--- config.mk ---
export PLATFORM = sky130hd
export DESIGN_NAME = sum_split
export DESIGN_NICKNAME = d
export VERILOG_FILES = /design/src/rtl/sum_split.sv
export SDC_FILE = /design/constraint.sdc
export NUM_CORES = 1
export LEC_CHECK = 0
export ABC_AREA = 0
export CORE_MARGIN = 5
export CORE_UTILIZATION = 45
export DETAILED_ROUTE_END_ITERATION = 8
export GPL_TIMING_DRIVEN = 0
export PLACE_DENSITY = 0.69
export SYNTH_ARGS = -nofsm -noshare
export SYNTH_HDL_FRONTEND = slang
export SYNTH_SLANG_ARGS = --single-unit
--- constraint.sdc ---
create_clock -name CLK -period 4 [get_ports CLK]
set_input_delay 0.8 -clock CLK [delete_from_list [all_inputs] [get_ports CLK]]
set_output_delay 0.8 -clock CLK [all_outputs]
set_load 0.02 [all_outputs]
--- src/rtl/sum_split.sv ---
`default_nettype none
// ============================================================================
//  Module      : sum_split
//  Description : Splits a 16-bit unsigned total into a stream of byte beats.
//                Each beat carries at most CHUNK_MAX. The last beat is
//                flagged, and a one-cycle done pulse follows its acceptance.
//                Abort cancels a split that is in progress.
//  Revision    : 1.0 - initial release
// ============================================================================
module sum_split #(
    parameter logic [7:0] CHUNK_MAX = 8'hFF
) (
    input  logic        CLK,
    input  logic        RST,
    input  logic [15:0] total,
    input  logic        load_valid,
    output logic        load_ready,
    input  logic        abort,
    output logic [7:0]  data,
    output logic        data_valid,
    input  logic        data_ready,
    output logic        data_last,
    output logic        done
);

    localparam logic [15:0] c_chunk16 = {8'd0, CHUNK_MAX};

    typedef enum logic [0:0] {
        IDLE = 1'b0,
        SEND = 1'b1
    } state_t;

    state_t      r_state;
    logic [15:0] r_remaining;
    logic [7:0]  r_data;
    logic        r_data_valid;
    logic        r_data_last;
    logic        r_load_ready;
    logic        r_done;

    logic        w_xfer;
    logic [15:0] w_rem_next;
    logic [7:0]  w_load_beat;
    logic        w_load_last;
    logic [7:0]  w_next_beat;
    logic        w_next_last;

    // The beat handshake completes when the presented beat is taken downstream.
    assign w_xfer      = r_data_valid && data_ready;
    // w_rem_next never underflows because a beat is never larger than the remaining amount.
    assign w_rem_next  = r_remaining - {8'd0, r_data};

    // The first beat is precomputed from the incoming total, so the outputs stay registered.
    assign w_load_beat = (total > c_chunk16) ? CHUNK_MAX : total[7:0];
    assign w_load_last = (total <= c_chunk16);

    // The following beat is precomputed from the amount left after the current transfer.
    assign w_next_beat = (w_rem_next > c_chunk16) ? CHUNK_MAX : w_rem_next[7:0];
    assign w_next_last = (w_rem_next <= c_chunk16);

    // Control FSM with registered outputs. Abort takes priority over load and over transfer.
    always_ff @(posedge CLK or posedge RST) begin
        if (RST) begin
            r_state      <= IDLE;
            r_remaining  <= 16'd0;
            r_data       <= 8'd0;
            r_data_valid <= 1'b0;
            r_data_last  <= 1'b0;
            r_load_ready <= 1'b1;
            r_done       <= 1'b0;
        end else begin
            r_done <= 1'b0;
            case (r_state)
                IDLE: begin
                    if (load_valid && r_load_ready && !abort) begin
                        r_state      <= SEND;
                        r_remaining  <= total;
                        r_data       <= w_load_beat;
                        r_data_last  <= w_load_last;
                        r_data_valid <= 1'b1;
                        r_load_ready <= 1'b0;
                    end
                end
                SEND: begin
                    if (abort) begin
                        r_state      <= IDLE;
                        r_remaining  <= 16'd0;
                        r_data       <= 8'd0;
                        r_data_last  <= 1'b0;
                        r_data_valid <= 1'b0;
                        r_load_ready <= 1'b1;
                    end else if (w_xfer) begin
                        if (r_data_last) begin
                            r_state      <= IDLE;
                            r_remaining  <= 16'd0;
                            r_data       <= 8'd0;
                            r_data_last  <= 1'b0;
                            r_data_valid <= 1'b0;
                            r_load_ready <= 1'b1;
                            r_done       <= 1'b1;
                        end else begin
                            r_remaining  <= w_rem_next;
                            r_data       <= w_next_beat;
                            r_data_last  <= w_next_last;
                        end
                    end
                end
                default: begin
                    r_state      <= IDLE;
                    r_remaining  <= 16'd0;
                    r_data       <= 8'd0;
                    r_data_last  <= 1'b0;
                    r_data_valid <= 1'b0;
                    r_load_ready <= 1'b1;
                end
            endcase
        end
    end

    assign load_ready = r_load_ready;
    assign data       = r_data;
    assign data_valid = r_data_valid;
    assign data_last  = r_data_last;
    assign done       = r_done;

endmodule
`default_nettype wire

# Yosys cells after proc, flatten, opt, wreduce, memory -nomap -nowiden
# Index checks and enable logic that the tools add are counted.
[word_totals]
out_inout_bits = 12
ff_bits = 29
[classes]
n_bitwise = 1
n_lt_le_gt_ge = 4
reduce_logical = 6
eq_ne = 3
n_mux = 36
addsub = 1
[op_table]
columns = ["op", "count"]
rows = [
  ["16-bit 2-to-1 mux", 4],
  ["8-bit 2-to-1 mux", 6],
  ["16-bit by 8-bit > comparator with 1-bit output (second input constant)", 2],
  ["16-bit by 8-bit less-or-equal comparator with 1-bit output (second input constant)", 2],
  ["16-bit one-hot mux with 2 select lines", 1],
  ["1-bit 2-to-1 mux", 20],
  ["8-bit one-hot mux with 2 select lines", 1],
  ["16-bit by 8-bit subtractor with 16-bit output", 1],
  ["1-bit one-hot mux with 2 select lines", 4],
  ["3-bit by 2-bit != test with 1-bit output (second input constant)", 2],
  ["1-bit logical AND", 3],
  ["3-bit AND reduction", 1],
  ["2-bit != test (second input constant)", 1],
  ["2-bit AND reduction", 1],
  ["1-bit logical NOT", 1],
  ["1-bit NOT", 1],
]

# Longest topological paths before layout
[logic_depth]
ltp_word = 7
ltp_mapped = 9

# Least setup slack after synthesis
# OpenSTA, ideal clock, no wires.
[synth_timing]
path_type = "register to register"
start = "reg r_data[0], in the netlist data[0]"
end = "reg r_data[1], in the netlist data[1]"
arrival_time_ps = 2391
t_required_ps = 3853
setup_slack_ps = 1462
setup_time_ps = 147
path_stages_with_launch = 9
path_cell_list = "dfrtp_1 ha_1 fa_1 nand2b_1 a211oi_1 o2111a_1 o211ai_2 o41ai_2 a22oi_1"
[synth_via]
elab_chain_len = 7
[synth_rtl]
columns = ["item", "line_no", "source"]
rows = [
  ["start, declared", "35", "logic [7:0] r_data;"],
  ["start signal, assigned", "78", "r_data <= w_load_beat;"],
  ["start signal, assigned", "103", "r_data <= w_next_beat;"],
  ["16-bit by 8-bit subtractor with 16-bit output *", "51", "assign w_rem_next = r_remaining - {8'd0, r_data};"],
  ["16-bit by 8-bit > comparator with 1-bit output", "58", "assign w_next_beat = (w_rem_next > c_chunk16) ? CHUNK_MAX : w_rem_next[7:0];"],
  ["8-bit 2-to-1 mux *", "58", ""],
  ["8-bit 2-to-1 mux *", "93", "if (r_data_last) begin"],
  ["8-bit 2-to-1 mux *", "92", "end else if (w_xfer) begin"],
  ["8-bit 2-to-1 mux *", "85", "if (abort) begin"],
  ["8-bit one-hot mux with 2 select lines *", "73", "case (r_state)"],
]
# Mark *: on every way between the ends. The rest lies on a longest branch, timed or not. The select of a mux whose other input is x is not followed.
# A chain may end at the register's enable or synchronous reset.

# Worst setup path after layout
[layout_timing]
start = "reg r_data[0], in the netlist data[0]"
end = "reg r_data[0], in the netlist data[0]"
# Same word-level chain as after synthesis.

==> results.yml <==
critical_path:
  endpoint_arrival_time_on_the_critical_path_ns: 3.15
  regToRegStartpoint: "data[0]"
  count_of_buffer_and_inverter_cells_on_the_critical_path: 0
  crit_path_max_incr_delay_ns: 0.53
  reg_to_reg_slack_setup_ns: 0.99
  critical_path_class: "reg2reg"
  rr_worst_depth: 8
  cp_max_fo: 4
  cp-start-kind: "flip-flop"
  path_cells: "ha_1, fa_1, nand2b_1, a211oi_1, o2111a_1, o211ai_2, o41ai_2, a21oi_1"
  r2r-end: "data[0]"
  cell_family_contributing_the_most_delay_on_the_critical_path: "compound AO/OA/AOI/OAI gates"
  slowest_stage: "sky130_fd_sc_hd__a211oi_1"
  worst-endpoint-required_ns: 4.14
  cp-end-kind: "flip-flop"
sta:
  timing_worst_slew_pin_value_ns: 1.18
  final-setup-viol-count: 0
  grt_setup_unrepaired: "false"
  final.min_clock_period_ns: 3.01
  timing_hold_violations_final: 0
  fin_crit_sh_pct: 75.4
  maxSlewViolCount: 0
  finalSetupTns_ns: 0
  max_freq_mhz: 332
  slew_headroom_pct: 21.5
  worst_case_setup_margin_in_the_final_layout_ns: 0.985
  worst_clock_skew_ns: 0.00794
floorplan:
  placementRows: 24
  io_pins: 33
  die_y_um: 76.2
  core_region_area_um2: 4290
  chipWidth_um: 76.2
  floorplan.die_area_um2: 5810
  starting_density_of_the_core_pct: 45.9
cts:
  ctsLongestPathBuffers: 2
  cts_root_buf: "sky130_fd_sc_hd__clkbuf_8"
  numCtsBuffers: 5
  postCtsSetupBuffers: 0
  ctsHoldBuffers: 0
  clk_pin_slew_ns: 0.06
  cts_tree: "yes"
  post_cts.resized_instances: 0
  clkSinkCount: 29
  insertion_delay_ns: 0.28
  cts_max_level: 2
power_and_ir_drop:
  p_leak_nw: 1.06
  ir_worst_vdd_mv: 0.163
  powerDensity_nw_per_um2: 231
synthesis:
  synth_mux_area_share_pct: 0.571
  synth-async-reset-ratio_pct: 100
  synthesis.instances: 231
  synth_top_family_by_area: "compound AO/OA/AOI/OAI gates"
  synth_xor_area_share_pct: 1.33
  synth-compound-area-share_pct: 30.8
  synth_fa_ha_area_share_pct: 6.09
  synth.net_count: 261
  yosys_most_used_dff: "sky130_fd_sc_hd__dfrtp_1"
  synth.ff_latch_count: 29
  synth.cell_area_um2: 1970
  synthesis.yosys.warnings: 0
  seq_area_frac_synth_pct: 36.8
  syn_area_per_cell_um2: 8.54
  synth_enable_flop_cells: 0
  synth-simple-area-share_pct: 18.8
  netlist-cell-type-count: 53
routing:
  via_count: 1869
  wire_per_inst_um: 16.8
  drt-pass1-iter-count: 4
  wirelength_mm: 5.42
  drc: 0
  detail_route.iter0.violations: 172
  final_antenna_net_count: 0
  post_drt_via_cell_ratio: 5.79
layout:
  final_layout_size_suffix_gt1_share_pct: 8.12
  seqCellArea_um2: 727
  total_nets_final: 300
  fillerInstances: 407
  multi_input_comb_area_um2: 1140
  antenna_cells: 0
  area.growth.synth_to_final_pct: 23.6
global_routing:
  grt_pass1_wl_mm: 9.07
  antenna_found_initial: 0
  via_count_of_the_first_global_routing_pass: 1889
  grt-ovfl-total: 0
  groute.usage.overall_pct: 19.4
  grt_max_degree: 30
placed_design:
  dp_hpwl_mm: 4.03
  dp_worst_setup_slack_ns: 1.04
  io_buffers: 32
  gpl.final_weighted_congestion: 0.933
hold_path:
  hold-path-endpoint: "r_remaining[0]"
  worstHoldPathType: "reg2reg"
  hold_path_startpoint: "r_remaining[0]"
  hold-path-cell-count: 2
flow_run:
  max_cap_violations: 0
outcome:
  status: "finished, final reports clean"
## layer usage
metal  GRT usage [%]  wire [um]  vias to the layer above  share of wire, %
met5               0          0                        -                 0
met4            8.92        126                        0               2.3
li1                -          -                      929                 -
met1            25.6       2430                      865                45
met3            4.49        354                       11               6.5
met2            29.9       2510                       64                46
## how the worst max path moves through the flow
stage / start / to / slack, ns / cells past startpoint
CTS: data[0] / data[0] / 1.04 / 8
detailed placement: abort / data[6] / 1.04 / 8
global route: data[0] / data[1] / 0.82 / 8
finish: data[0] / data[0] / 0.99 / 8
floorplan: data[0] / data[1] / 1.46 / 8
global placement: abort / data[6] / 1.01 / 8
## Yosys cell counts (2+ instances only)
cell | number | area (um^2)
sky130_fd_sc_hd__a21oi_1 | 19 | 95.1
sky130_fd_sc_hd__or4_1 | 2 | 15.0
sky130_fd_sc_hd__ha_1 | 8 | 100
sky130_fd_sc_hd__clkbuf_1 | 7 | 26.3
sky130_fd_sc_hd__o21ai_0 | 19 | 95.1
sky130_fd_sc_hd__inv_1 | 14 | 52.6
sky130_fd_sc_hd__o21a_1 | 5 | 37.5
sky130_fd_sc_hd__nor2_1 | 21 | 78.8
sky130_fd_sc_hd__and3_1 | 2 | 12.5
sky130_fd_sc_hd__a32oi_1 | 3 | 26.3
sky130_fd_sc_hd__nor3_1 | 10 | 50.1
sky130_fd_sc_hd__xnor2_1 | 2 | 17.5
sky130_fd_sc_hd__o2bb2ai_1 | 2 | 17.5
sky130_fd_sc_hd__a211oi_1 | 2 | 15.0
sky130_fd_sc_hd__and2_1 | 2 | 12.5
sky130_fd_sc_hd__o211ai_2 | 2 | 25.0
sky130_fd_sc_hd__o31ai_1 | 2 | 15.0
sky130_fd_sc_hd__nand3_1 | 4 | 20.0
sky130_fd_sc_hd__o211ai_1 | 2 | 15.0
sky130_fd_sc_hd__dfrtp_1 | 28 | 701
sky130_fd_sc_hd__a22o_1 | 2 | 17.5
sky130_fd_sc_hd__nand2_1 | 16 | 60.1
sky130_fd_sc_hd__a22oi_1 | 7 | 52.6
sky130_fd_sc_hd__a31oi_1 | 2 | 12.5
sky130_fd_sc_hd__buf_2 | 3 | 15.0
sky130_fd_sc_hd__nor4_1 | 3 | 18.8
sky130_fd_sc_hd__or2_2 | 4 | 25.0
sky130_fd_sc_hd__o21ai_1 | 2 | 10.0
sky130_fd_sc_hd__o22ai_1 | 4 | 25.0
sky130_fd_sc_hd__a21o_1 | 6 | 45.0
sky130_fd_sc_hd__nand2b_1 | 4 | 25.0
## worst reg2reg max path, delay by kind of cell (launching register included)
kind | cells | cell delay [ns]
compound gates | 5 | 1.66
simple gates | 1 | 0.20
fa+ha+maj | 2 | 0.61
flops | 1 | 0.41
## area by class of cell
type                            instances  area share [%]
Buffer                                 11            2.15
Clock buffer                            8            3.28
Inverter                               15            2.31
Multi-Input combinational cell        176            46.6
Sequential cell                        29            29.8
Tap cell                               52            2.67
Timing Repair Buffer                   32            13.1
## report_power, final
part | switching (mW) | leakage (nW) | internal, mW
registers | 0 | 0.376 | 0.293
clock network | 0.113 | 0.0395 | 0.123
logic | 0.0131 | 0.645 | 0.0205
## logic make-up (layout without fill, tap and decap cells)
group / count (synthesis) / after routing
AOI/OAI and AO/OA: 89 / 89
and+or+nand+nor: 74 / 74
DFF: 29 / 29
buffers and inverters: 26 / 66
adders and majority gates: 9 / 9
xor gates and xnor gates: 3 / 3
muxes: 1 / 1
## registers in the layout, summed over array words and instances, names as in the netlist
signal / count
data_last: 1
r_remaining: 16
done: 1
r_state: 1
data: 8
data_valid: 1
load_ready: 1
## metrics by stage
stage | instance area (um^2) | util, % | std cells | total power [mW] | hold slack [ns]
3_3_place_gp | 2360 | 54.9 | 315 | 0.333 | 0.471
3_5_place_dp | 2360 | 54.9 | 315 | 0.333 | 0.475
2_1_floorplan | 1970 | - | 231 | 0.308 | 0.450
5_1_grt | 2440 | 56.8 | 323 | 0.590 | 0.529
4_1_cts | 2440 | 56.8 | 323 | 0.570 | 0.489
6_report | 2440 | 56.8 | 323 | 0.564 | 0.483
## cells in the final DEF (no fill, tap or decap), types with 3 or more instances in the layout
cell,count
sky130_fd_sc_hd__a22oi_1,7
sky130_fd_sc_hd__nand2_1,16
sky130_fd_sc_hd__clkbuf_8,5
sky130_fd_sc_hd__nand2b_1,4
sky130_fd_sc_hd__nor4_1,3
sky130_fd_sc_hd__dfrtp_1,28
sky130_fd_sc_hd__a21oi_1,19
sky130_fd_sc_hd__clkbuf_1,10
sky130_fd_sc_hd__a21o_1,6
sky130_fd_sc_hd__ha_1,8
sky130_fd_sc_hd__nor3_1,10
sky130_fd_sc_hd__o22ai_1,4
sky130_fd_sc_hd__buf_2,3
sky130_fd_sc_hd__or2_2,4
sky130_fd_sc_hd__o21a_1,5
sky130_fd_sc_hd__nor2_1,21
sky130_fd_sc_hd__inv_1,14
sky130_fd_sc_hd__a32oi_1,3
sky130_fd_sc_hd__clkdlybuf4s50_1,32
sky130_fd_sc_hd__nand3_1,4
sky130_fd_sc_hd__o21ai_0,19
No activity file was read; power rests on OpenSTA's default activity.
